File: src/rtl/if_fetch_stage.sv
// ---------------------------------------------------------------------------
// if_fetch_stage
//
// Dual-issue instruction fetch stage feeding ID. Each cycle the stage drives
// two word addresses (pc, pc+4) to a synchronous instruction ROM. One cycle
// later it presents the returned pair to ID as inst_1/inst_2, tagged with
// PC1/PC2 (fetch address + 4 / + 8).
//
// Redirects:
//   - EX redirects on a taken branch or jump.
//   - ID redirects on partial-issue rollback.
//   - EX has priority over ID.
//   - Targets are forced word-aligned.
//   - The pair in flight at the redirect edge is squashed into a nop pair.
//
// Optional feature (macro IF_HANG_EN):
//   - Adds the pipeline_hang input.
//   - While hang is high (and there is no redirect), pc/fpc/squash hold.
//   - The last presented output pair is replayed from shadow registers.
//
// Parameters:
//   RESET_PC    fetch address loaded on reset
//   IMEM_WORDS  ROM depth in words; fetches at or beyond it return nop
//
// Ports:
//   CLK, RST            clock, synchronous active-high reset
//   ID_set_PC, ID_PC    ID redirect request / target
//   EX_set_PC, EX_PC    EX redirect request / target (wins over ID)
//   IAddr1, IAddr2      ROM byte addresses (pc, pc+4)
//   IData1, IData2      ROM data, valid the cycle after the address
//   PC1, PC2            address of inst_1 + 4 / + 8
//   inst_1, inst_2      instructions to ID, 32'h0 = bubble
//   pipeline_hang       stall request (IF_HANG_EN only)
// ---------------------------------------------------------------------------
module if_fetch_stage #(
  parameter logic [31:0] RESET_PC   = 32'h0000_0000,
  parameter int          IMEM_WORDS = 1024
) (
`ifdef IF_HANG_EN
  input  logic        pipeline_hang,
`endif
  input  logic        CLK,
  input  logic        RST,
  input  logic        ID_set_PC,
  input  logic [31:0] ID_PC,
  input  logic        EX_set_PC,
  input  logic [31:0] EX_PC,
  output logic [31:0] IAddr1,
  output logic [31:0] IAddr2,
  input  logic [31:0] IData1,
  input  logic [31:0] IData2,
  output logic [31:0] PC1,
  output logic [31:0] PC2,
  output logic [31:0] inst_1,
  output logic [31:0] inst_2
);

  localparam logic [31:0] IMEM_LIMIT = 32'(IMEM_WORDS);
  localparam logic [31:0] NOP        = 32'h0000_0000;

  // Fetch state
  logic [31:0] pc_reg, pc_next;
  logic [31:0] fpc_reg, fpc_next;
  logic        squash_reg, squash_next;

  // Redirect decode
  logic        redirect;
  logic [31:0] redirect_target;

  // Live (unstalled) view of the output pair
  logic [31:0] word1_idx, word2_idx;
  logic        word1_oob, word2_oob;
  logic [31:0] live_pc1, live_pc2, live_inst1, live_inst2;

  // ---------------------------------------------------------------------------
  // ROM addresses come straight from pc; 32-bit wraparound is intended.
  // ---------------------------------------------------------------------------
  assign IAddr1 = pc_reg;
  assign IAddr2 = pc_reg + 32'd4;

  // EX outranks ID when both redirect in the same cycle.
  assign redirect        = EX_set_PC | ID_set_PC;
  assign redirect_target = EX_set_PC ? {EX_PC[31:2], 2'b00}
                                     : {ID_PC[31:2], 2'b00};

  // ---------------------------------------------------------------------------
  // Next-state logic
  // ---------------------------------------------------------------------------
  always_comb begin
    pc_next     = pc_reg + 32'd8;
    fpc_next    = pc_reg;
    squash_next = 1'b0;
    if (redirect) begin
      // The pair addressed this cycle is wrong-path; mark it for squashing.
      pc_next     = redirect_target;
      squash_next = 1'b1;
`ifdef IF_HANG_EN
    end else if (pipeline_hang) begin
      pc_next     = pc_reg;
      fpc_next    = fpc_reg;
      squash_next = squash_reg;
`endif
    end
  end

  always_ff @(posedge CLK) begin
    if (RST) begin
      pc_reg     <= RESET_PC;
      fpc_reg    <= 32'h0000_0000;
      squash_reg <= 1'b1;
    end else begin
      pc_reg     <= pc_next;
      fpc_reg    <= fpc_next;
      squash_reg <= squash_next;
    end
  end

  // ---------------------------------------------------------------------------
  // Output pair formation.
  // A fetch at or beyond the ROM depth reads as nop. The word index is at
  // most 2^30-1, so the +1 for the second slot cannot overflow 32 bits.
  // ---------------------------------------------------------------------------
  assign word1_idx = {2'b00, fpc_reg[31:2]};
  assign word2_idx = word1_idx + 32'd1;
  assign word1_oob = (word1_idx >= IMEM_LIMIT);
  assign word2_oob = (word2_idx >= IMEM_LIMIT);

  assign live_pc1   = fpc_reg + 32'd4;
  assign live_pc2   = fpc_reg + 32'd8;
  assign live_inst1 = (squash_reg || word1_oob) ? NOP : IData1;
  assign live_inst2 = (squash_reg || word2_oob) ? NOP : IData2;

`ifdef IF_HANG_EN
  // ---------------------------------------------------------------------------
  // Hang shadow.
  // While pc is held, the ROM is already returning the *next* pair. So the
  // pair ID is stalled on has to come from these registers, not from IData.
  // It is captured on the first hang edge and kept for the rest of the hang.
  // ---------------------------------------------------------------------------
  logic        hold_reg;
  logic [31:0] shadow_pc1_reg, shadow_pc2_reg;
  logic [31:0] shadow_inst1_reg, shadow_inst2_reg;

  always_ff @(posedge CLK) begin
    if (RST) begin
      hold_reg         <= 1'b0;
      shadow_pc1_reg   <= 32'h0;
      shadow_pc2_reg   <= 32'h0;
      shadow_inst1_reg <= 32'h0;
      shadow_inst2_reg <= 32'h0;
    end else if (redirect) begin
      hold_reg <= 1'b0;
    end else if (pipeline_hang) begin
      hold_reg <= 1'b1;
      if (!hold_reg) begin
        shadow_pc1_reg   <= live_pc1;
        shadow_pc2_reg   <= live_pc2;
        shadow_inst1_reg <= live_inst1;
        shadow_inst2_reg <= live_inst2;
      end
    end else begin
      hold_reg <= 1'b0;
    end
  end

  assign PC1    = hold_reg ? shadow_pc1_reg   : live_pc1;
  assign PC2    = hold_reg ? shadow_pc2_reg   : live_pc2;
  assign inst_1 = hold_reg ? shadow_inst1_reg : live_inst1;
  assign inst_2 = hold_reg ? shadow_inst2_reg : live_inst2;
`else
  assign PC1    = live_pc1;
  assign PC2    = live_pc2;
  assign inst_1 = live_inst1;
  assign inst_2 = live_inst2;
`endif

endmodule
File: config.mk
export PLATFORM = sky130hd
export DESIGN_NAME = if_fetch_stage
export DESIGN_NICKNAME = d
export VERILOG_FILES = /design/src/rtl/if_fetch_stage.sv
export SDC_FILE = /design/constraint.sdc
export NUM_CORES = 1
export LEC_CHECK = 0
export CAP_MARGIN = 25
export CORE_AREA = 2 2 126 128
export DETAILED_ROUTE_END_ITERATION = 8
export DIE_AREA = 0 0 128 130
export GPL_TIMING_DRIVEN = 0
export PLACE_DENSITY = 0.75
export SYNTH_ARGS = -nofsm -noshare
export SYNTH_HDL_FRONTEND = slang
export SYNTH_SLANG_ARGS = --single-unit
File: constraint.sdc
create_clock -name CLK -period 5.9 [get_ports CLK]
set_input_delay 0.885 -clock CLK [delete_from_list [all_inputs] [get_ports CLK]]
set_output_delay 0.885 -clock CLK [all_outputs]
set_load 0.1 [all_outputs]
Word level (Yosys, flattened, before mapping)

Index checks and enable logic that the tools add are counted.

RAM bits: 0
Input bits: 132
Bits in latches: 0
ROM bits: 0
Word-level logic and storage cells: 18
Bits in registers: 65
Memories: 0

Div/mod/pow operators: 0
Order comparisons: 2
Reductions and logical operators: 2
Bitwise operators: 1
Muxes and demuxes: 5
Equal/unequal tests: 0
Shifts and indexed selects: 0
Multiply operators: 0
$add $sub $neg: 5

Operator list:

| cell                  | number |
|---|---|
| $mux 32               | 4 |
| $add 32x3->32 const B | 2 |
| $add 32x4->32 const B | 2 |
| $add 30x1->31 const B | 1 |
| $ge 31x11->1 const B  | 1 |
| $ge 30x11->1 const B  | 1 |
| $logic_or 1x1->1      | 2 |
| $mux 1                | 1 |
| $or 1x1->1            | 1 |

Depth between registers and ports, before layout

Depth after elaboration: 4
Mapped depth: 10

Least setup slack after synthesis

Ideal clock, no wire load.

Kind: register to output
From: reg fpc_reg[2]
To: out inst_2[10]
Data required time: 5015 ps
Cell stages (with the launch flop): 10
Arrival: 4817 ps
Setup slack: 198 ps
Path through: dfxtp_1 > ha_1 > nand3_2 > xnor2_1 > nor4b_1 > and4b_1 > or4_4 > nor4_4 > buf_6 > and3_1

Word-level cells in the longest chain between the ends: 4

RTL lines:

| what                   | RTL line | source |
|---|---|---|
| from (decl)            | 63       | `logic [31:0] fpc_reg, fpc_next;` |
| from (signal assigned) | 113      | `fpc_reg <= fpc_next;` |
| $add 30x1->31          | 124      | `assign word2_idx = word1_idx + 32'd1;` |
| $ge 31x11->1           | 126      | `assign word2_oob = (word2_idx >= IMEM_LIMIT);` |
| $logic_or 1x1->1       | 131      | `assign live_inst2 = (squash_reg \|\| word2_oob) ? NOP : IData2;` |
| $mux 32                | 131      |  |
| to (decl)              | 55       | `output logic [31:0] inst_2` |

No other way between the ends.

Final worst setup path

From: reg fpc_reg[4]
To: out inst_2[31]

Same word-level chain as after synthesis.

==> out/results.tsv <==
stage	metric	value	unit
yosys	ys_seq_elements	61	
placed_design	routabilityCongestion	0.946	
timing	slew_viol_final	0	
yosys	async_flop_share	0	%
detailed_routing	drc	0	
global_routing	antenna_found_initial	0	
timing	finalCriticalPeriod	5.75	ns
power_and_ir_drop	p_sw_share	44.7	%
global_routing	grt_max_degree	12	
timing	setup_viol	0	
detailed_routing	drt_pass1_iterations	5	
yosys	synth-main-ff-cell	dfxtp_1	
detailed_routing	vias	6064	
final_layout	antenna_cells	0	
power_and_ir_drop	p_int	0.000959	W
detailed_routing	via_per_inst	4.93	
timing	setup_tns	0	ns
setup_path	timing.critical_path.to	inst_2[31]	
detailed_routing	drt_iter0_drc	345	
setup_path	crit_arrival	4.86	ns
power_and_ir_drop	seq_power_share	26.9	%
cts	post_cts.repair.setup_buffers	0	
final_layout	area_growth	71.4	%
timing	worstMarginPinSlew	1.05	ns
final_layout	nNetsFinal	1171	
timing	min_period_over_period	97.4	%
job	cap_violations	0	
floorplan	die_h	130	microns
cts	clk_latency	0.33	ns
setup_path	worstSetupPathType	reg -> out	
global_routing	grt_usage	23.1	%
outcome	outcome	complete, no violations	
timing	hold_viol	0	
yosys	ys_top_cells_by_area	dfxtp_1 24%, xnor2_1 10%, xor2_1 8.8%	
yosys	ys_seq_area_share	23.6	%
setup_path	regToRegStartpoint	IAddr1[5]	
yosys	syn_avg_cell_area	7.34	sq um
setup_path	r2r_cells	9	
placed_design	dp_hpwl	16.6	mm
power_and_ir_drop	clkPwrFrac	27.9	%
floorplan	die_w	128	microns
floorplan	rows	46	
global_routing	grt-ovfl-total	0	
yosys	synth_area_leader_cell	dfxtp_1	
global_routing	grt_pass1_vias	5574	
yosys	syn_inst	706	
yosys	yosysTopAreaCellShare	23.6	%
floorplan	coreArea	15400	sq um
detailed_routing	drtAntennaViolNets	0	
timing	fmax	0.174	GHz
setup_path	cp_max_fo	6	
floorplan	ios	324	
cts	root_buffer	clkbuf_16	
min_path	hold_path.class	reg -> reg	
setup_path	worstPathRequired	5.02	ns
placed_design	portBuffers	308	
timing	slew_headroom	30.0	%
setup_path	r2r_end	IAddr1[25]	
yosys	ys_types	52	
detailed_routing	wirelength	20.6	mm
yosys	yosysWarnings	0	
floorplan	die_area	16600	sq um
timing	rsz0062_at_grt	no	
power_and_ir_drop	power.density	195	nW/um^2
setup_path	critPathLaunch	fpc_reg[4]	
cts	clkSinkCount	61	
yosys	netlist_area	5180	sq um
global_routing	grt_first_pass_wirelength	30.4	mm
cts	cts_max_level	3	
cts	cts_buffer_depth	2	
cts	cts_tree	built	
cts	clk_pin_slew	0.05	ns
cts	cts_made_buffers	9	
detailed_routing	wire_per_inst	16.7	microns
power_and_ir_drop	combPwrFrac	45.2	%
timing	whs	0.521	ns
timing	finClkSkew	0.00906	ns
power_and_ir_drop	p_leak	4.01	nW
yosys	synth-edff-count	0	
final_layout	drive_above_1_share	5.39	%
setup_path	endpoint_kind	output pin	
power_and_ir_drop	ir_worst_vdd	0.000155	V
power_and_ir_drop	p_switching	0.000776	W
setup_path	startpoint_type	flip-flop	
floorplan	initial_core_util	33.6	%
setup_path	ff2ff_setup_slack	3.24	ns
==> what timing repair did <==
| item | CTS | global route |
|---|---|---|
| hold buffers | 0 | 0 |
| setup endpoints to repair | 2 | 28 |
| endpoints found under the hold margin | 0 | 0 |
| resized for setup | 2 | 28 |
==> cell usage after synthesis (3+ instances only) <==
cell       n
mux2i_1   15
inv_1     17
a21oi_1   27
or2_2      3
nand2_1   61
xor2_1    52
xnor2_1   62
nor2_1    61
and3_1    44
and2_1    35
buf_4     12
a211oi_1   5
buf_6      3
or3_1      4
clkbuf_1  51
nor3_1    17
nand4_1   27
buf_2      8
o22ai_1   10
nand3_1   31
nor4_1    13
dfxtp_1   61
nor2b_1   29
ha_1       6
or4_1      3
o21ai_0   16
==> per-stage QoR <==
stage	instance area (sq um)	utilization (%)	setup WS, ns	std cells	power, W
after floorplan	5210	-	0.198	713	0.00102
after global placement	8530	55.3	0.380	1213	0.00125
after detailed placement	8530	55.3	0.345	1213	0.00126
after CTS	8810	57.1	0.0147	1229	0.00174
after global routing	8880	57.6	0.00193	1230	0.00179
final	8880	57.6	0.152	1230	0.00173
==> layer usage <==
layer,global-route usage (%),wire length [microns],vias to the layer above
met5,0,0,-
met4,6.85,434,0
met3,5.99,1840,27
met2,40.2,9960,286
met1,28.2,8330,2725
li1,-,-,3026
==> cell type report <==
cell class	count	area, sq um
plain buffers	76	363
repair buffers	309	3160
multi-input cells	559	3560
flip-flops and latches	61	1220
fillers	1462	6540
well taps	192	240
clock inverters	5	36.3
inverters	17	63.8
clock buffers	11	243
==> how the worst min path moves through the flow <==
stage / start / to / cells past startpoint
after global routing: IAddr1[31] / fpc_reg[31] / 1
after CTS: IAddr1[31] / fpc_reg[31] / 1
after detailed placement: IAddr1[31] / fpc_reg[31] / 1
after global placement: IAddr1[31] / fpc_reg[31] / 1
after floorplan: IAddr1[31] / fpc_reg[31] / 1
final: IAddr1[31] / fpc_reg[31] / 1
==> power groups by stage <==
stage	logic, W	registers (W)	clock network [W]
after floorplan	0.000452	0.000570	0
after global placement	0.000780	0.000474	0
after detailed placement	0.000781	0.000475	0
after CTS	0.000784	0.000466	0.000488
after global routing	0.000811	0.000469	0.000509
final	0.000784	0.000467	0.000484
==> critical path: stages (launching register included) <==
cell	delay [ns]
dfxtp_1	0.42
ha_1	0.31
inv_1	0.15
nor4_1	0.74
nand3_1	0.26
xnor2_1	0.23
or4_4	0.60
nor4_4	0.45
and3_1	0.22
clkdlybuf4s50_1	1.16
==> cells in the final DEF (no fill, tap or decap), drive strengths merged, types with 19 or more instances in the layout <==
cell | Yosys | routed
nand3 | 32 | 32
nor2 | 61 | 61
and3 | 46 | 46
clkbuf | 51 | 62
dlymetal6s2s | 0 | 28
nand2 | 61 | 61
buf | 25 | 26
nor3 | 19 | 19
xnor2 | 62 | 62
nand4 | 30 | 30
a21oi | 27 | 27
clkdlybuf4s50 | 0 | 278
nor2b | 29 | 29
xor2 | 52 | 52
and2 | 36 | 36
dfxtp | 61 | 61
==> logic make-up after synthesis <==
group	synth area share (%)
other	0.0723
adders and majority gates	1.45
DFF	23.6
buffers and inverters	8.23
xor gates and xnor gates	19.3
AOI/OAI and AO/OA	7.36
muxes	2.90
and+or+nand+nor	37.2
Note: power is estimated with default switching activity, not from simulation.
